[config.mk]
export PLATFORM = sky130hd
export DESIGN_NAME = wb_master_seq
export DESIGN_NICKNAME = d
export VERILOG_FILES = /design/src/rtl/wb_master_seq.sv
export SDC_FILE = /design/constraint.sdc
export NUM_CORES = 1
export LEC_CHECK = 0
export CORE_MARGIN = 8
export CORE_UTILIZATION = 50
export DETAILED_ROUTE_END_ITERATION = 8
export PLACE_DENSITY = 0.76
export SLEW_MARGIN = 20
export SYNTH_ARGS = -nofsm -noshare
export SYNTH_HDL_FRONTEND = slang
export SYNTH_SLANG_ARGS = --single-unit
[constraint.sdc]
create_clock -name wb_clk_i -period 2.96 [get_ports wb_clk_i]
set_input_delay 0.592 -clock wb_clk_i [delete_from_list [all_inputs] [get_ports wb_clk_i]]
set_output_delay 0.592 -clock wb_clk_i [all_outputs]
set_load 0.02 [all_outputs]
[src/rtl/wb_master_seq.sv]
// Wishbone classic-cycle master sequencer.
// Queues read/write commands, runs them one at a time on the bus, and returns
// one response per command. Retries on rty up to MAX_RETRY times and gives up
// on a cycle that stays unterminated for TIMEOUT cycles.
module wb_master_seq #(
  parameter int unsigned AW        = 18,
  parameter int unsigned DW        = 16,
  parameter int unsigned CMD_DEPTH = 4,
  parameter int unsigned TIMEOUT   = 64,
  parameter int unsigned MAX_RETRY = 3
) (
  input  logic               wb_clk_i,
  input  logic               wb_rst_i,
  input  logic               cmd_valid,
  output logic               cmd_ready,
  input  logic               cmd_we,
  input  logic [AW-1:0]      cmd_adr,
  input  logic [DW-1:0]      cmd_dat,
  input  logic [DW/8-1:0]    cmd_sel,
  output logic               rsp_valid,
  input  logic               rsp_ready,
  output logic [DW-1:0]      rsp_dat,
  output logic [1:0]         rsp_status,
  output logic               busy,
  output logic               wb_cyc_o,
  output logic               wb_stb_o,
  output logic               wb_we_o,
  output logic [AW-1:0]      wb_adr_o,
  output logic [DW-1:0]      wb_dat_o,
  output logic [DW/8-1:0]    wb_sel_o,
  input  logic [DW-1:0]      wb_dat_i,
  input  logic               wb_ack_i,
  input  logic               wb_err_i,
  input  logic               wb_rty_i
);

  localparam int unsigned SW = DW / 8;
  localparam int unsigned PW = (CMD_DEPTH > 1) ? $clog2(CMD_DEPTH) : 1;
  localparam int unsigned CW = PW + 1;
  localparam int unsigned TW = $clog2(TIMEOUT);
  localparam int unsigned RW = $clog2(MAX_RETRY + 2);

  localparam logic [1:0] ST_ACK = 2'b00;
  localparam logic [1:0] ST_ERR = 2'b01;
  localparam logic [1:0] ST_RTY = 2'b10;
  localparam logic [1:0] ST_TMO = 2'b11;

  typedef struct packed {
    logic          we;
    logic [AW-1:0] adr;
    logic [DW-1:0] dat;
    logic [SW-1:0] sel;
  } cmd_t;

  typedef enum logic [1:0] {
    IDLE    = 2'd0,
    ISSUE   = 2'd1,
    BACKOFF = 2'd2,
    RESP    = 2'd3
  } state_t;

  cmd_t          mem [CMD_DEPTH];
  cmd_t          in_cmd;
  cmd_t          head;
  logic [PW-1:0] wr_ptr;
  logic [PW-1:0] rd_ptr;
  logic [CW-1:0] count;
  logic [CW-1:0] count_nxt;
  logic          push;
  logic          pop;
  logic          empty;

  state_t        state;
  state_t        state_nxt;
  logic [TW-1:0] tmo_cnt;
  logic [TW-1:0] tmo_nxt;
  logic [RW-1:0] retry_cnt;
  logic [RW-1:0] retry_nxt;
  logic          tmo_hit;
  logic          retry_left;

  logic          cyc_nxt;
  logic          stb_nxt;
  logic          we_nxt;
  logic [AW-1:0] adr_nxt;
  logic [DW-1:0] dat_nxt;
  logic [SW-1:0] sel_nxt;
  logic          rsp_valid_nxt;
  logic [DW-1:0] rsp_dat_nxt;
  logic [1:0]    rsp_status_nxt;
  logic          cmd_ready_nxt;
  logic          busy_nxt;

  assign in_cmd     = {cmd_we, cmd_adr, cmd_dat, cmd_sel};
  assign head       = mem[rd_ptr];
  assign push       = cmd_valid & cmd_ready;
  assign empty      = (count == '0);
  assign count_nxt  = count + CW'(push) - CW'(pop);
  assign tmo_hit    = (tmo_cnt == TW'(TIMEOUT - 1));
  assign retry_left = (retry_cnt < RW'(MAX_RETRY));

  // Command FIFO pointers and occupancy
  always_ff @(posedge wb_clk_i or posedge wb_rst_i) begin
    if (wb_rst_i) begin
      wr_ptr <= '0;
      rd_ptr <= '0;
      count  <= '0;
    end else begin
      if (push) wr_ptr <= wr_ptr + PW'(1);
      if (pop)  rd_ptr <= rd_ptr + PW'(1);
      count <= count_nxt;
    end
  end

  // Command FIFO storage (data only, no reset needed)
  always_ff @(posedge wb_clk_i) begin
    if (push) mem[wr_ptr] <= in_cmd;
  end

  // FSM state register
  always_ff @(posedge wb_clk_i or posedge wb_rst_i) begin
    if (wb_rst_i) state <= IDLE;
    else          state <= state_nxt;
  end

  // FSM next-state logic
  always_comb begin
    state_nxt = state;
    case (state)
      IDLE:    if (!empty) state_nxt = ISSUE;
      ISSUE: begin
        if (wb_ack_i || wb_err_i)  state_nxt = RESP;
        else if (wb_rty_i)         state_nxt = retry_left ? BACKOFF : RESP;
        else if (tmo_hit)          state_nxt = RESP;
      end
      BACKOFF: state_nxt = ISSUE;
      RESP:    if (rsp_valid && rsp_ready) state_nxt = IDLE;
      default: state_nxt = IDLE;
    endcase
  end

  // Next values of the registered outputs, counters and the FIFO pop
  always_comb begin
    pop            = 1'b0;
    cyc_nxt        = wb_cyc_o;
    stb_nxt        = wb_stb_o;
    we_nxt         = wb_we_o;
    adr_nxt        = wb_adr_o;
    dat_nxt        = wb_dat_o;
    sel_nxt        = wb_sel_o;
    rsp_valid_nxt  = rsp_valid;
    rsp_dat_nxt    = rsp_dat;
    rsp_status_nxt = rsp_status;
    tmo_nxt        = tmo_cnt;
    retry_nxt      = retry_cnt;
    case (state)
      IDLE: begin
        if (!empty) begin
          pop       = 1'b1;
          cyc_nxt   = 1'b1;
          stb_nxt   = 1'b1;
          we_nxt    = head.we;
          adr_nxt   = head.adr;
          dat_nxt   = head.dat;
          sel_nxt   = head.sel;
          tmo_nxt   = '0;
          retry_nxt = '0;
        end
      end
      ISSUE: begin
        if (wb_ack_i) begin
          cyc_nxt        = 1'b0;
          stb_nxt        = 1'b0;
          rsp_valid_nxt  = 1'b1;
          rsp_dat_nxt    = wb_we_o ? '0 : wb_dat_i;
          rsp_status_nxt = ST_ACK;
        end else if (wb_err_i) begin
          cyc_nxt        = 1'b0;
          stb_nxt        = 1'b0;
          rsp_valid_nxt  = 1'b1;
          rsp_dat_nxt    = '0;
          rsp_status_nxt = ST_ERR;
        end else if (wb_rty_i) begin
          cyc_nxt = 1'b0;
          stb_nxt = 1'b0;
          if (retry_left) begin
            retry_nxt = retry_cnt + RW'(1);
          end else begin
            rsp_valid_nxt  = 1'b1;
            rsp_dat_nxt    = '0;
            rsp_status_nxt = ST_RTY;
          end
        end else if (tmo_hit) begin
          cyc_nxt        = 1'b0;
          stb_nxt        = 1'b0;
          rsp_valid_nxt  = 1'b1;
          rsp_dat_nxt    = '0;
          rsp_status_nxt = ST_TMO;
        end else begin
          tmo_nxt = tmo_cnt + TW'(1);
        end
      end
      BACKOFF: begin
        cyc_nxt = 1'b1;
        stb_nxt = 1'b1;
        tmo_nxt = '0;
      end
      RESP: begin
        if (rsp_ready) rsp_valid_nxt = 1'b0;
      end
      default: ;
    endcase
    cmd_ready_nxt = (count_nxt != CW'(CMD_DEPTH));
    busy_nxt      = (state_nxt != IDLE) || (count_nxt != '0);
  end

  // Output and counter registers; reset drops cyc/stb asynchronously
  always_ff @(posedge wb_clk_i or posedge wb_rst_i) begin
    if (wb_rst_i) begin
      wb_cyc_o   <= 1'b0;
      wb_stb_o   <= 1'b0;
      wb_we_o    <= 1'b0;
      wb_adr_o   <= '0;
      wb_dat_o   <= '0;
      wb_sel_o   <= '0;
      rsp_valid  <= 1'b0;
      rsp_dat    <= '0;
      rsp_status <= '0;
      cmd_ready  <= 1'b1;
      busy       <= 1'b0;
      tmo_cnt    <= '0;
      retry_cnt  <= '0;
    end else begin
      wb_cyc_o   <= cyc_nxt;
      wb_stb_o   <= stb_nxt;
      wb_we_o    <= we_nxt;
      wb_adr_o   <= adr_nxt;
      wb_dat_o   <= dat_nxt;
      wb_sel_o   <= sel_nxt;
      rsp_valid  <= rsp_valid_nxt;
      rsp_dat    <= rsp_dat_nxt;
      rsp_status <= rsp_status_nxt;
      cmd_ready  <= cmd_ready_nxt;
      busy       <= busy_nxt;
      tmo_cnt    <= tmo_nxt;
      retry_cnt  <= retry_nxt;
    end
  end

endmodule

; After elaboration in Yosys (flattened, before gate mapping)
; Memory sizes are Yosys's and may differ from the RTL's. A register that Yosys moved wholly into a read port is not among the register bits.
; Cells that the tools add are included.
[classes]
n_eq_ne = 16
addsub = 6
n_mux = 47
n_bitwise = 2
n_reduce_logical = 17
order_cmp = 1
[ops]
columns = operator, n
row1 = two-way mux 16 bit, 6
row2 = two-way mux 6 bit, 5
row3 = two-way mux 2 bit, 10
row4 = one-hot mux 6 bit (3 select lines), 1
row5 = two-way mux 1 bit, 16
row6 = "inequality test 2 bit, second input constant", 8
row7 = two-way mux 3 bit, 5
row8 = AND reduction 6 bit, 2
row9 = "inequality test 5 bit, second input constant", 2
row10 = one-hot mux 2 bit (4 select lines), 1
row11 = "adder 6 x 1 -> 6 bit, second input constant", 1
row12 = "equality test 6 bit, second input constant", 1
row13 = one-hot mux 3 bit (2 select lines), 1
row14 = AND reduction 3 bit, 2
row15 = nonzero test 2 bit, 3
row16 = nonzero test 3 bit, 2
row17 = "adder 2 x 1 -> 2 bit, second input constant", 2
row18 = "equality test 2 bit, second input constant", 2
row19 = "inequality test 4 bit, second input constant", 1
row20 = AND reduction 4 bit, 1
row21 = nonzero test 4 bit, 1
row22 = adder 3 x 1 -> 3 bit, 1
row23 = "adder 3 x 1 -> 3 bit, second input constant", 1
row24 = logical NOT 3 bit, 1
row25 = other kinds (12), 13
[totals]
register_bits = 40
ram_bits = 148
n_memories = 1
inputBits = 60
[mem_list]
columns = name, depth, word_bits, read_ports, rd_ports_with_merged_regs, wr, line_no
row1 = mem, 4, 37, 1, 1, 1, 62  ; cmd_t mem [CMD_DEPTH];

; Logic depth before layout (Yosys ltp)
[depth]
depth_word = 7
depth_mapped = 11

; Least setup slack after synthesis
; No wires, ideal clock.
[synth_path]
path_type = reg2reg
startpoint = register state[1]
endpoint = register busy
t_arrival_ns = 2.285
slack_ns = 0.546
period_less_slack_ns = 2.414
setup_time_ns = 0.129
stages_incl_launch_ff = 12
path_buffers = 2
t_required_ns = 2.831
path_cell_list = dfrtp_1 > buf_2 > or3_4 > inv_2 > buf_2 > ha_1 > inv_1 > ha_1 > fa_1 > xnor2_1 > xnor2_1 > nand3b_1
[synth_via]
word_cells_on_any_way = 15
cone_classes = 1 x add/sub / 3 x eq/ne / 7 x mux / 4 x reduce/logical
[synth_rtl]
columns = element, line_no
row1 = "start, declared", 73  ; state_t state;
row2 = "start signal, assigned", 123  ; else state <= state_nxt;
row3 = logical NOT 2 bit, 156  ; case (state)
row4 = two-way mux 1 bit, 156
row5 = via pop, 70  ; logic pop;
row6 = subtractor 3 x 1 -> 3 bit, 98  ; assign count_nxt = count + CW'(push) - CW'(pop);
row7 = via count_nxt[2], 68  ; logic [CW-1:0] count_nxt;
row8 = nonzero test 3 bit, 214  ; busy_nxt = (state_nxt != IDLE) || (count_nxt != '0);
row9 = logical OR 1 bit, 214
row10 = via busy_nxt, 92  ; logic busy_nxt;
row11 = "end signal, assigned", 244  ; busy <= busy_nxt;
row12 = "end, declared", 24  ; output logic busy,
; The timed path passes the listed nets, and every way through them passes these cells.
; A chain may end at the register's enable or synchronous reset.

; Worst setup path after layout
[layout_path]
startpoint = register count[1]
endpoint = register busy
[layout_via]
elab_chain_len = 6
word_cells_on_any_way = 10
cone_classes = 2 x add/sub / 4 x mux / 4 x reduce/logical
[layout_rtl]
columns = element, line_no
row1 = "start, declared", 67  ; logic [CW-1:0] count;
row2 = "start signal, assigned", 111  ; count <= count_nxt;
row3 = branches (longest 3 deep; another with adder 3 x 1 -> 3 bit), -
row4 = subtractor 3 x 1 -> 3 bit (*), 98
row5 = via count_nxt[2], 68
row6 = nonzero test 3 bit (*), 214
row7 = logical OR 1 bit (*), 214
row8 = via busy_nxt, 92
; Mark *: on every way through the listed nets, which the timed path passes.

==> flow_summary.ini <==
[synthesis]
synth-edff-count = 148
syn_nets = 613
synth_flop_cell = edfxtp_1
synth_async_sr_flop_share = 0.342
syn_area_per_cell_um2 = 16.1
synthCells = 544
synth.distinct_cells = 44
ys_ff_latch = 225
ys_seq_area_frac = 0.727
yosysWarnings = 0
syn-cell-area_mm2 = 0.00876

[cells_and_area]
area_delta_synth_final_pct = 26.7
finalInstanceArea_mm2 = 0.0111
layout-drive-gt1-share = 0.157
final_cell_mix = edfxtp_1, nand2_1, clkdlybuf4s50_1
nNetsFinal = 745
fill_cells = 1192
antenna_cells = 0
layout_commonest_cell = edfxtp_1

[power_and_ir_drop]
finalPower_mw = 11.5
p_leak_nw = 4.33
power_density_mw_per_mm2 = 1030
vdd_ir_drop_max_v = 0.000742

[clock_tree]
cts_root_buf = clkbuf_16
cts_setup_buffers = 0
cts_tree = yes
ctsLongestPathBuffers = 3
htreeDepth = 1
cts.sinks = 225
cts_resized = 0
numCtsBuffers = 23
hold_buffers = 0
insertion_delay_ps = 510
path_clk_slew_ps = 60

[critical_path]
start_kind = flop
cp.arrival_ps = 2800
path_max_fanout = 3
worstSetupEndpointType = flop
crit_path_max_incr_delay_ps = 390
cp_cell_sequence = nor3_1 > or3_4 > inv_2 > ha_1 > inv_1 > ha_1 > fa_1 > xnor2_1 > xnor2_1 > nand3b_1
critPathSlowestCell = dfrtp_1
cpLargestDelayFamily = adder cells
crit_type = flop to flop
cp.required_ps = 3350
cp_num_buf_inv = 2

[sta]
worst_slew_pin_slew_ps = 945
slew_headroom = 0.370
period_share = 0.814
finalWorstSetupSlack_ps = 551
hold_slack_ps = 474
fmaxAchievable_mhz = 415
fin_skew_ps = 15.8
setup_viol = 0
drv_slew = 0
layout_min_cycle_time_ps = 2410
hold_viol = 0
setup_tns_ps = 0
rsz0062_at_grt = no

[global_routing]
grt_use_met1 = 0.193
grt_use_total = 0.161
grt_util_met2 = 0.287
grt_busiest_layer = met2
met3_usage = 0.0389
grt_max_degree = 78
grt_pass1_wl_um = 28200
grt_pass1_vias = 5391
antenna_found_initial = 1
overflow = 0

[detailed_routing]
wl_per_cell_um = 19.3
route.final.wire_length_um = 17700
dr.pass1.iters = 4
antenna_left = 0
vias_per_cell = 5.31
drt_iter0_markers = 217
vias = 4870
drc = 0

[worst_hold_path]
min_path_type = flop to flop

[placement]
io_buffers = 119
dp_hpwl_um = 11300
place_congestion = 0.794
postPlaceCellArea_mm2 = 0.0102
dp_slack_ps = 134

[floorplan]
initial_core_util = 0.508
core_area_mm2 = 0.0172
io_pins = 120
die_w_um = 148
fp-row-count = 48
die_y_um = 148
die_area_mm2 = 0.0220

[run]
maxCapViolCount = 0

[run_status]
outcome = complete, no violations
synth_stat cells, drive strengths merged (5+ instances only):
| library cell | number | area, um^2 |
|---|---|---|
| nand3 | 7 | 40.0 |
| buf | 20 | 158 |
| o21ai | 5 | 28.8 |
| inv | 27 | 101 |
| mux2i | 19 | 190 |
| ha | 8 | 100 |
| and3 | 6 | 40.0 |
| nand2 | 138 | 518 |
| mux4 | 37 | 833 |
| dfrtp | 76 | 1900 |
| edfxtp | 148 | 4440 |
| nor2 | 7 | 26.3 |
| xnor2 | 5 | 43.8 |
report_power, final:
part           total [mW]  internal (mW)  switching (mW)  leakage [nW]
Combinational        3.41           1.72            1.69          1.59
Sequential           4.81           4.24           0.571          2.32
Clock                3.25           2.06            1.19         0.417
Total                11.5           8.02            3.45          4.33
routing by layer:
metal,up-vias,wire (um)
li1,2226,-
met5,-,12
met4,2,257
met1,2467,7430
met3,28,1160
met2,147,8810
flip-flops by register name, indices dropped and copies added (netlist names):
register and count:
wb_dat_o 16, cmd_ready 1, wb_we_o 1, rsp_dat 16, busy 1, count 3
state 2, rsp_status 2, wb_adr_o 18, wr_ptr 2, wb_sel_o 2, mem 148
rsp_valid 1, rd_ptr 2, tmo_cnt 6, retry_cnt 3, wb_stb_o 1
kinds of logic (layout without fill, tap and decap cells):
group / count (synthesis) / count (layout) / share of synthesized area
AOI/OAI and AO/OA: 21 / 21 / 0.0164
and+or+nand+nor: 173 / 173 / 0.0843
xor gates and xnor gates: 5 / 5 / 0.00500
DFF: 225 / 225 / 0.727
muxes: 60 / 60 / 0.122
buffers and inverters: 51 / 200 / 0.0313
adders and majority gates: 9 / 9 / 0.0137
per-stage QoR:
step / util / instances
6_report: 0.644 / 918
5_1_grt: 0.644 / 918
4_1_cts: 0.644 / 918
3_5_place_dp: 0.594 / 876
3_3_place_gp: 0.594 / 876
2_1_floorplan: - / 544
path summary, 6_finish.rpt:
path | start | end | slack (ps) | cells after the start
worst max-delay path | count[1] | busy | 550 | 10
worst min-delay path | wb_dat_o[0] | wb_dat_o[0] | 470 | 2
worst max register to register | count[1] | busy | 550 | 10
worst min register to register | wb_dat_o[0] | wb_dat_o[0] | 470 | 2
max in group asynchronous | wb_rst_i | cmd_ready | 2080 | 3
min in group asynchronous | wb_rst_i | rsp_dat[15] | 540 | 3
tightest hold or removal path: stages (launching register included):
cell	delay, ps
dfrtp_1	340
nand2_1	50
nand2_1	50
area by class of cell:
| cell class | instances | area, um^2 | area share |
|---|---|---|---|
| Clock buffer | 24 | 589 | 0.0531 |
| Inverter | 27 | 103 | 0.00924 |
| Multi-Input combinational cell | 268 | 2120 | 0.191 |
| Sequential cell | 225 | 6370 | 0.574 |
| Tap cell | 225 | 282 | 0.0254 |
| Clock inverter | 18 | 274 | 0.0247 |
| Timing Repair Buffer | 131 | 1360 | 0.122 |
Power figures use the tool's default switching activity.
